--- config.mk ---
export PLATFORM = sky130hd
export DESIGN_NAME = sar_value_finder
export DESIGN_NICKNAME = d
export VERILOG_FILES = /design/src/rtl/sar_value_finder.sv
export SDC_FILE = /design/constraint.sdc
export NUM_CORES = 1
export LEC_CHECK = 0
export ABC_AREA = 1
export ABC_CLOCK_PERIOD_IN_PS = 4550
export BUFFER_PORTS_ARGS = -buffer_cell sky130_fd_sc_hd__buf_2
export CAP_MARGIN = 5
export CORE_MARGIN = 4
export CORE_UTILIZATION = 60
export CTS_CLUSTER_SIZE = 30
export DETAILED_ROUTE_END_ITERATION = 10
export PLACE_DENSITY = 0.93
export SETUP_SLACK_MARGIN = 0.1
export SKIP_CTS_REPAIR_TIMING = 1
export SYNTH_ARGS = -nofsm -noshare
export SYNTH_HDL_FRONTEND = slang
export SYNTH_SLANG_ARGS = --single-unit
export TNS_END_PERCENT = 5
--- constraint.sdc ---
create_clock -name clk -period 4.55 [get_ports clk]
set_input_delay 0.455 -clock clk [delete_from_list [all_inputs] [get_ports clk]]
set_output_delay 0.455 -clock clk [all_outputs]
set_load 0.02 [all_outputs]
--- src/rtl/sar_value_finder.sv ---
`default_nettype none
// ============================================================================
// Module      : sar_value_finder
// Description : Bit-serial successive-approximation engine. Drives the y side
//               of an external magnitude comparator, consumes its one-hot
//               xgty/xlty/xeqy verdicts and binary-searches the comparator's
//               hidden x operand, reporting it on result.
// Ports       : clk, rst        - rising-edge clock, synchronous active-high reset
//               start           - begin a search (honoured in IDLE/DONE/ERROR)
//               guess           - current probe value (comparator y operand)
//               guess_valid     - guess is stable and awaiting a verdict
//               cmp_valid       - verdict flags valid this cycle
//               xgty/xlty/xeqy  - x > guess / x < guess / x == guess
//               busy            - search in progress
//               done            - one-cycle pulse on successful completion
//               error           - level, inconsistent or malformed verdicts
//               result          - recovered x, valid from done until next start
//               probes          - verdicts accepted in current/last search
// Revision    : 1.0 - initial release
// ============================================================================
module sar_value_finder #(
    parameter int WIDTH = 3,
    parameter int CNT_W = 3
) (
    input  logic             clk,
    input  logic             rst,
    input  logic             start,
    output logic [WIDTH-1:0] guess,
    output logic             guess_valid,
    input  logic             cmp_valid,
    input  logic             xgty,
    input  logic             xlty,
    input  logic             xeqy,
    output logic             busy,
    output logic             done,
    output logic             error,
    output logic [WIDTH-1:0] result,
    output logic [CNT_W-1:0] probes
);

    // ------------------------------------------------------------------
    // State encoding
    // ------------------------------------------------------------------
    localparam logic [2:0] c_IDLE   = 3'd0;
    localparam logic [2:0] c_PROBE  = 3'd1;
    localparam logic [2:0] c_UPDATE = 3'd2;
    localparam logic [2:0] c_DONE   = 3'd3;
    localparam logic [2:0] c_ERROR  = 3'd4;

    // ------------------------------------------------------------------
    // Constants
    // ------------------------------------------------------------------
    localparam logic [WIDTH:0]   c_LO_INIT     = '0;
    localparam logic [WIDTH:0]   c_HI_INIT     = {1'b0, {WIDTH{1'b1}}};
    // guess-1 taken at guess=0 leaves hi as all ones. A legal hi never
    // exceeds 2^WIDTH-1, so this pattern is read as "-1" (range empty).
    localparam logic [WIDTH:0]   c_HI_NEG      = {(WIDTH+1){1'b1}};
    localparam logic [WIDTH:0]   c_ONE_EXT     = {{WIDTH{1'b0}}, 1'b1};
    localparam logic [WIDTH-1:0] c_FIRST_GUESS = WIDTH'((2**WIDTH - 1) >> 1);
    localparam logic [CNT_W-1:0] c_PROBES_MAX  = '1;
    localparam logic [CNT_W-1:0] c_PROBES_ONE  = {{(CNT_W-1){1'b0}}, 1'b1};

    // ------------------------------------------------------------------
    // Registers
    // ------------------------------------------------------------------
    logic [2:0]       r_state;
    logic [WIDTH:0]   r_lo;
    logic [WIDTH:0]   r_hi;
    logic [WIDTH-1:0] r_guess;
    logic             r_guess_valid;
    logic             r_busy;
    logic             r_done;
    logic             r_error;
    logic [WIDTH-1:0] r_result;
    logic [CNT_W-1:0] r_probes;

    // ------------------------------------------------------------------
    // Combinational helpers
    // ------------------------------------------------------------------
    logic             w_onehot;
    logic             w_empty;
    logic [WIDTH:0]   w_guess_ext;
    logic [WIDTH:0]   w_guess_inc;
    logic [WIDTH:0]   w_guess_dec;
    logic [WIDTH-1:0] w_mid;
    logic [CNT_W-1:0] w_probes_next;

    // Exactly one verdict flag must be set for a verdict to be usable.
    assign w_onehot = ({xgty, xlty, xeqy} == 3'b100) ||
                      ({xgty, xlty, xeqy} == 3'b010) ||
                      ({xgty, xlty, xeqy} == 3'b001);

    // Search interval exhausted: either hi went "negative" or crossed lo.
    assign w_empty = (r_hi == c_HI_NEG) || (r_lo > r_hi);

    // Bounds are kept one bit wider than guess so guess+1 at the top of
    // the range does not wrap back to zero.
    assign w_guess_ext = {1'b0, r_guess};
    assign w_guess_inc = w_guess_ext + c_ONE_EXT;
    assign w_guess_dec = w_guess_ext - c_ONE_EXT;

    // Midpoint: (WIDTH+1)-bit sum, halved, truncated to WIDTH.
    assign w_mid = WIDTH'((r_lo + r_hi) >> 1);

    // Probe counter saturates rather than wrapping.
    assign w_probes_next = (r_probes == c_PROBES_MAX) ? r_probes
                                                      : (r_probes + c_PROBES_ONE);

    // ------------------------------------------------------------------
    // Control FSM with registered outputs
    // ------------------------------------------------------------------
    always_ff @(posedge clk) begin
        if (rst) begin
            r_state       <= c_IDLE;
            r_lo          <= c_LO_INIT;
            r_hi          <= c_HI_INIT;
            r_guess       <= '0;
            r_guess_valid <= 1'b0;
            r_busy        <= 1'b0;
            r_done        <= 1'b0;
            r_error       <= 1'b0;
            r_result      <= '0;
            r_probes      <= '0;
        end else begin
            // done is a single-cycle pulse on entry to DONE.
            r_done <= 1'b0;

            case (r_state)
                c_IDLE, c_DONE, c_ERROR: begin
                    if (start) begin
                        r_lo          <= c_LO_INIT;
                        r_hi          <= c_HI_INIT;
                        r_probes      <= '0;
                        r_error       <= 1'b0;
                        r_guess       <= c_FIRST_GUESS;
                        r_guess_valid <= 1'b1;
                        r_busy        <= 1'b1;
                        r_state       <= c_PROBE;
                    end
                end

                c_PROBE: begin
                    // guess is held; only a cycle with cmp_valid moves on.
                    if (cmp_valid) begin
                        r_probes      <= w_probes_next;
                        r_guess_valid <= 1'b0;
                        if (!w_onehot) begin
                            r_error <= 1'b1;
                            r_busy  <= 1'b0;
                            r_state <= c_ERROR;
                        end else if (xeqy) begin
                            r_result <= r_guess;
                            r_done   <= 1'b1;
                            r_busy   <= 1'b0;
                            r_state  <= c_DONE;
                        end else if (xgty) begin
                            r_lo    <= w_guess_inc;
                            r_state <= c_UPDATE;
                        end else begin
                            r_hi    <= w_guess_dec;
                            r_state <= c_UPDATE;
                        end
                    end
                end

                c_UPDATE: begin
                    // Exactly one guess_valid-low cycle; cmp_valid is ignored.
                    if (w_empty) begin
                        r_error <= 1'b1;
                        r_busy  <= 1'b0;
                        r_state <= c_ERROR;
                    end else begin
                        r_guess       <= w_mid;
                        r_guess_valid <= 1'b1;
                        r_state       <= c_PROBE;
                    end
                end

                default: begin
                    // Recover from an illegal encoding to a quiet idle.
                    r_guess_valid <= 1'b0;
                    r_busy        <= 1'b0;
                    r_state       <= c_IDLE;
                end
            endcase
        end
    end

    // ------------------------------------------------------------------
    // Outputs
    // ------------------------------------------------------------------
    assign guess       = r_guess;
    assign guess_valid = r_guess_valid;
    assign busy        = r_busy;
    assign done        = r_done;
    assign error       = r_error;
    assign result      = r_result;
    assign probes      = r_probes;

endmodule
`default_nettype wire

# Word level (Yosys, flattened, before mapping)
# Cells that the tools add are included.
# W data, S select, Z words.
[word_totals]
register_bits = 24
in_bits = 7
out_inout_bits = 13
wordCells = 96
[classes]
addsub = 4
n_lt_le_gt_ge = 1
eq_ne = 20
n_mux = 40
bitwise = 3
n_reduce_logical = 18
[ops]
columns = ["cell", "n"]
rows = [
  ["$mux W4", 10],
  ["$mux W3", 9],
  ["$ne A2 B2 Y1 const B", 10],
  ["$pmux W4 S2", 2],
  ["$mux W1", 13],
  ["$pmux W3 S2", 2],
  ["$reduce_and A4 Y1", 3],
  ["$reduce_and A6 Y1", 2],
  ["$eq A3 B2 Y1 const B", 3],
  ["$eq A3 B3 Y1 const B", 3],
  ["$pmux W1 S3", 3],
  ["$pmux W3 S3", 1],
  ["$eq A3 B1 Y1 const B", 2],
  ["$reduce_and A3 Y1", 2],
  ["$reduce_and A5 Y1", 1],
  ["$add A3 B1 Y4 const B", 1],
  ["$add A4 B4 Y4", 1],
  ["$eq A4 B4 Y1 const B", 1],
  ["$gt A4 B4 Y1", 1],
  ["$reduce_bool A2 Y1", 2],
  ["$reduce_or A4 Y1", 1],
  ["$sub A3 B1 Y4 const B", 1],
  ["$add A3 B1 Y3 const B", 1],
  ["$logic_not A3 Y1", 1],
  ["other kinds (6)", 10],
]

# Logic depth before layout (Yosys ltp)
[depth]
depth_word = 6
ltp_mapped = 13
mapped_depth_nobuf = 13

# Worst setup path before layout
# OpenSTA, ideal clock, no wires.
[synth_timing]
kind = "reg2reg"
start = "register r_hi[1]"
end = "register r_guess[2], in the netlist guess[2]"
setup_ns = 0.116
arrival_time_ns = 1.345
t_required_ns = 4.434
path_slack_ns = 3.090
stages_incl_launch_ff = 13
path_buffers = 0
synth_period_minus_slack_ns = 1.460
cell_sequence = "dfxtp_1 -> inv_1 -> ha_1 -> nand2_1 -> nand2_1 -> nand2_1 -> nand2_1 -> nand2_1 -> nand2_1 -> nand2_1 -> nand3_1 -> nand2_1 -> nor2_1"
[synth_via]
elab_chain_len = 4
elab_cells_between_ends = 8
classes_between = "add/sub: 1; order compare: 1; eq/ne: 2; mux: 2; reduce/logical: 2"
[synth_lines]
columns = ["element", "line_no", "text"]
rows = [
  ["start: declaration", "68", "logic [WIDTH:0] r_hi;"],
  ["start signal: assignment", "116", "r_hi <= c_HI_INIT;"],
  ["start signal: assignment", "132", "r_hi <= c_HI_INIT;"],
  ["start signal: assignment", "160", "r_hi <= w_guess_dec;"],
  ["$gt A4 B4 Y1 or $eq A4 B4 Y1 (tied branches)", "94", "assign w_empty = (r_hi == c_HI_NEG) || (r_lo > r_hi);"],
  ["$logic_or A1 B1 Y1", "94", ""],
  ["$ne A2 B2 Y1 (no source line)", "n/a", ""],
  ["$reduce_and A3 Y1 (no source line)", "n/a", ""],
  ["end signal: assignment", "135", "r_guess <= c_FIRST_GUESS;"],
  ["end signal: assignment", "173", "r_guess <= w_mid;"],
  ["end: declaration", "69", "logic [WIDTH-1:0] r_guess;"],
]
# Parallel ways exist; a longest one is shown, timed or not. The select of a mux whose other input is x is not followed.
# A chain may end at the register's enable or synchronous reset.

# Worst setup path after layout
[layout_timing]
start = "register r_state[0]"
end = "register r_hi[0]"
[layout_via]
elab_chain_len = 4
elab_cells_between_ends = 13
classes_between = "eq/ne: 8; mux: 1; reduce/logical: 4"
[layout_lines]
columns = ["element", "line_no", "text"]
rows = [
  ["start: declaration", "66", "logic [2:0] r_state;"],
  ["start signal: assignment", "114", "r_state <= c_IDLE;"],
  ["start signal: assignment", "138", "r_state <= c_PROBE;"],
  ["start signal: assignment", "150", "r_state <= c_ERROR;"],
  ["$eq A3 B2 Y1, or another cell as far along", "128", "case (r_state)"],
  ["$reduce_or A3 Y1", "128", ""],
  ["$ne A2 B2 Y1 (no source line) or $reduce_bool A2 Y1 (tied branches)", "n/a", ""],
  ["$reduce_and A6 Y1 (no source line)", "n/a", ""],
]
# Parallel ways exist; a longest one is shown, timed or not.

==> out/metrics.yaml <==
die_area_mm2: 0.003275
worstPathCellList: "nand3_2 > inv_2 > nand2_2 > nand2_4 > nor2_8 > nand2_2 > inv_2 > nand2_1 > nand3_1"
fin_skew_ns: 0.01978
r2r_end: "r_hi[0]$_SDFFE_PP1P_"
required_ns: 4.74
cts_buffer_depth: 2
grt_pass1_wl_mm: 5.126
ir_drop_v: 0.0004560
netlist_area_mm2: 0.001454
cts_tree: "yes"
ys_ff_latch: 24
grt_usage_pct: 19.57
start_kind: "flop"
crit_fanout: 12
wl_per_cell_um: 12.18
worstPathArrival_ns: 1.88
yosys.cell_types.count: 28
vias: 1362
clkTransAtPathRegs_ns: 0.14
first_iter_violations: 45
post-dp-hpwl_mm: 2.365
numCtsBuffers: 3
grt_start_max_net_pins: 20
fin_setup_tns_ns: 0
crit_slowest_cell: "dfxtp_1"
slew_violations: 0
hold_depth: 2
syn-num-nets: 226
totalWireLength_mm: 3.117
rows: 17
ys_seq_area_share_pct: 33.05
gp_congestion: 0.9309
worstHoldPathType: "input pin to flop"
hp-start: "rst"
p_total_mw: 1.120
reg2reg_depth: 9
io_pins: 20
port_buffers: 19
die_h_um: 57.23
finalHoldViolCount: 0
clkLatencyLatePin_ns: 0.32
drc: 0
cts_root_buf: "clkbuf_4"
core-area_mm2: 0.002255
final_core_util_pct: 71.20
critical_path_class: "flop to flop"
drv_cap: 0
crit_path_end_kind: "flop"
die_width_um: 57.23
worstMarginPinSlew_ns: 0.5318
layout_setup_ws_ns: 2.862
antenna_cells: 0
overflow: 0
syn_inst: 207
drt_pass1_iterations: 5
h-tree-depth: 1
p_leak_nw: 0.8680
avgSynthCellArea_um2: 7.024
worst_path_largest_cell_delay_ns: 0.46
setup_viol: 0
cellPowerDensity_mw_per_mm2: 697.8
pre_cts_slack_ns: 2.931
via_per_inst: 5.320
holdPathEnd: "r_state[2]$_SDFFE_PP0P_"
critPathTopFamily: "simple AND/OR/NAND/NOR gates"
final_antenna_net_count: 0
grt_setup_unrepaired: "no"
synthArstFlopShare_pct: 0
slew_headroom_pct: 64.33
drive_above_1_share_pct: 16.67
synth_flop_cell: "dfxtp_1"
cp.buffers_inverters: 2
synth_edf_count: 0
status: "complete, no violations"
nNetsFinal: 248
fin_crit_sh_pct: 37.10
grt_pass1_vias: 1218
timing.rr.start: "r_state[0]$_SDFFE_PP0P_"
cts.sinks: 24
rrSetupSlack_ns: 2.86
syn_to_final_growth_pct: 10.41
nFillCells: 208
initial_utilization_pct: 64.48
yosys_warnings: 0
final_period_minus_worst_setup_slack_ns: 1.688
grt_antenna_before_repair: 0
max_freq_mhz: 592.5
==> registers in the layout (all words and copies together) (netlist names) <==
register,flops
r_state,3
guess,3
result,3
done,1
guess_valid,1
r_hi,4
probes,3
busy,1
error,1
r_lo,4
==> routing by layer <==
metal | track usage (%) | vias to the layer above | routed length (um) | part of all wire (%)
met2 | 32.30 | 46 | 1482 | 48
met1 | 25.24 | 612 | 1369 | 44
met5 | 0 | - | 0 | 0
li1 | - | 699 | - | -
met4 | 8.609 | 0 | 46 | 1.5
met3 | 2.941 | 5 | 218 | 7.0
==> Yosys cell counts (2+ instances only) <==
| master | number | area share (%) |
|---|---|---|
| inv_2 | 4 | 1.0 |
| a21oi_1 | 17 | 5.9 |
| o21ai_0 | 8 | 2.8 |
| nor2_1 | 28 | 7.2 |
| ha_1 | 11 | 9.5 |
| xor2_1 | 2 | 1.2 |
| inv_1 | 25 | 6.5 |
| nand2_4 | 4 | 3.1 |
| nand2_2 | 3 | 1.3 |
| nand3_1 | 15 | 5.2 |
| nand2_1 | 50 | 13 |
| dfxtp_1 | 24 | 33 |
==> power breakdown <==
part	switching (mW)	leakage, nW	total [mW]	internal (mW)
clock network	0.0642	0.0210	0.113	0.0490
registers	0.0692	0.198	0.346	0.277
logic	0.427	0.649	0.661	0.235
total	0.560	0.868	1.12	0.560
==> layout by cell type (no fill, tap or decap) <==
cell | Yosys | routed
nand2_1 | 50 | 50
nor2_1 | 28 | 28
inv_1 | 25 | 25
dfxtp_1 | 24 | 24
buf_2 | 0 | 19
a21oi_1 | 17 | 17
nand3_1 | 15 | 15
ha_1 | 11 | 11
o21ai_0 | 8 | 8
inv_2 | 4 | 4
nand2_4 | 4 | 4
nand2_2 | 3 | 3
clkbuf_4 | 0 | 3
xor2_1 | 2 | 2
nand3_2 | 1 | 1
nor2_4 | 1 | 1
nor2_8 | 1 | 1
o21ai_1 | 1 | 1
nor3_1 | 1 | 1
clkinv_1 | 1 | 1
nor4_1 | 1 | 1
nand4_1 | 1 | 1
a22oi_1 | 1 | 1
nor3b_4 | 1 | 1
o211ai_1 | 1 | 1
o31ai_1 | 1 | 1
xnor2_1 | 1 | 1
fa_1 | 1 | 1
clkbuf_8 | 0 | 1
==> cell families (layout without fill, tap and decap cells) <==
kind of cell / Yosys count / in the layout / share of synthesized area (%)
AOI/OAI and AO/OA: 29 / 29 / 10.50
xor gates and xnor gates: 3 / 3 / 1.808
adders and majority gates: 12 / 12 / 10.84
buffers and inverters: 32 / 53 / 8.777
DFF: 24 / 24 / 33.05
and+or+nand+nor: 107 / 107 / 35.03
==> worst register-to-register path: cells and delay by family, from the launching register on <==
| kind | cells | cell delay (ns) |
|---|---|---|
| buffers and inverters | 2 | 0.31 |
| and+or+nand+nor | 7 | 0.78 |
| DFF | 1 | 0.46 |
==> how the worst max path moves through the flow <==
| stage | from | to | cells past startpoint |
|---|---|---|---|
| floorplan | r_hi[1]$_SDFFE_PP1P_ | guess[2]$_SDFFE_PP0P_ | 12 |
| global placement | r_hi[2]$_SDFFE_PP1P_ | guess[1]$_SDFFE_PP0P_ | 11 |
| detailed placement | r_state[0]$_SDFFE_PP0P_ | r_hi[0]$_SDFFE_PP1P_ | 9 |
| CTS | r_state[0]$_SDFFE_PP0P_ | r_hi[0]$_SDFFE_PP1P_ | 9 |
| global route | r_hi[1]$_SDFFE_PP1P_ | guess[1]$_SDFFE_PP0P_ | 12 |
| finish | r_state[0]$_SDFFE_PP0P_ | r_hi[0]$_SDFFE_PP1P_ | 9 |
==> through the flow <==
| step | hold slack [ns] | cells | cell area (um2) |
|---|---|---|---|
| 6_report | 0.3665 | 256 | 1605 |
| 5_1_grt | 0.3786 | 256 | 1605 |
| 4_1_cts | 0.3705 | 256 | 1605 |
| 3_5_place_dp | 0.4535 | 252 | 1569 |
| 3_3_place_gp | 0.4527 | 252 | 1569 |
| 2_1_floorplan | 0.4524 | 207 | 1454 |
==> final cells by class <==
cell class                 instances  area [um2]  share of cell area [%]
clock buffer                       4       36.28                   2.260
inverter                          30       112.6                   7.015
multi-input combinational        151       845.8                   52.69
sequential                        24       480.5                   29.93
tap                               28       35.03                   2.182
timing repair buffer              19       95.09                   5.924
(Power assumes the default switching activity.)
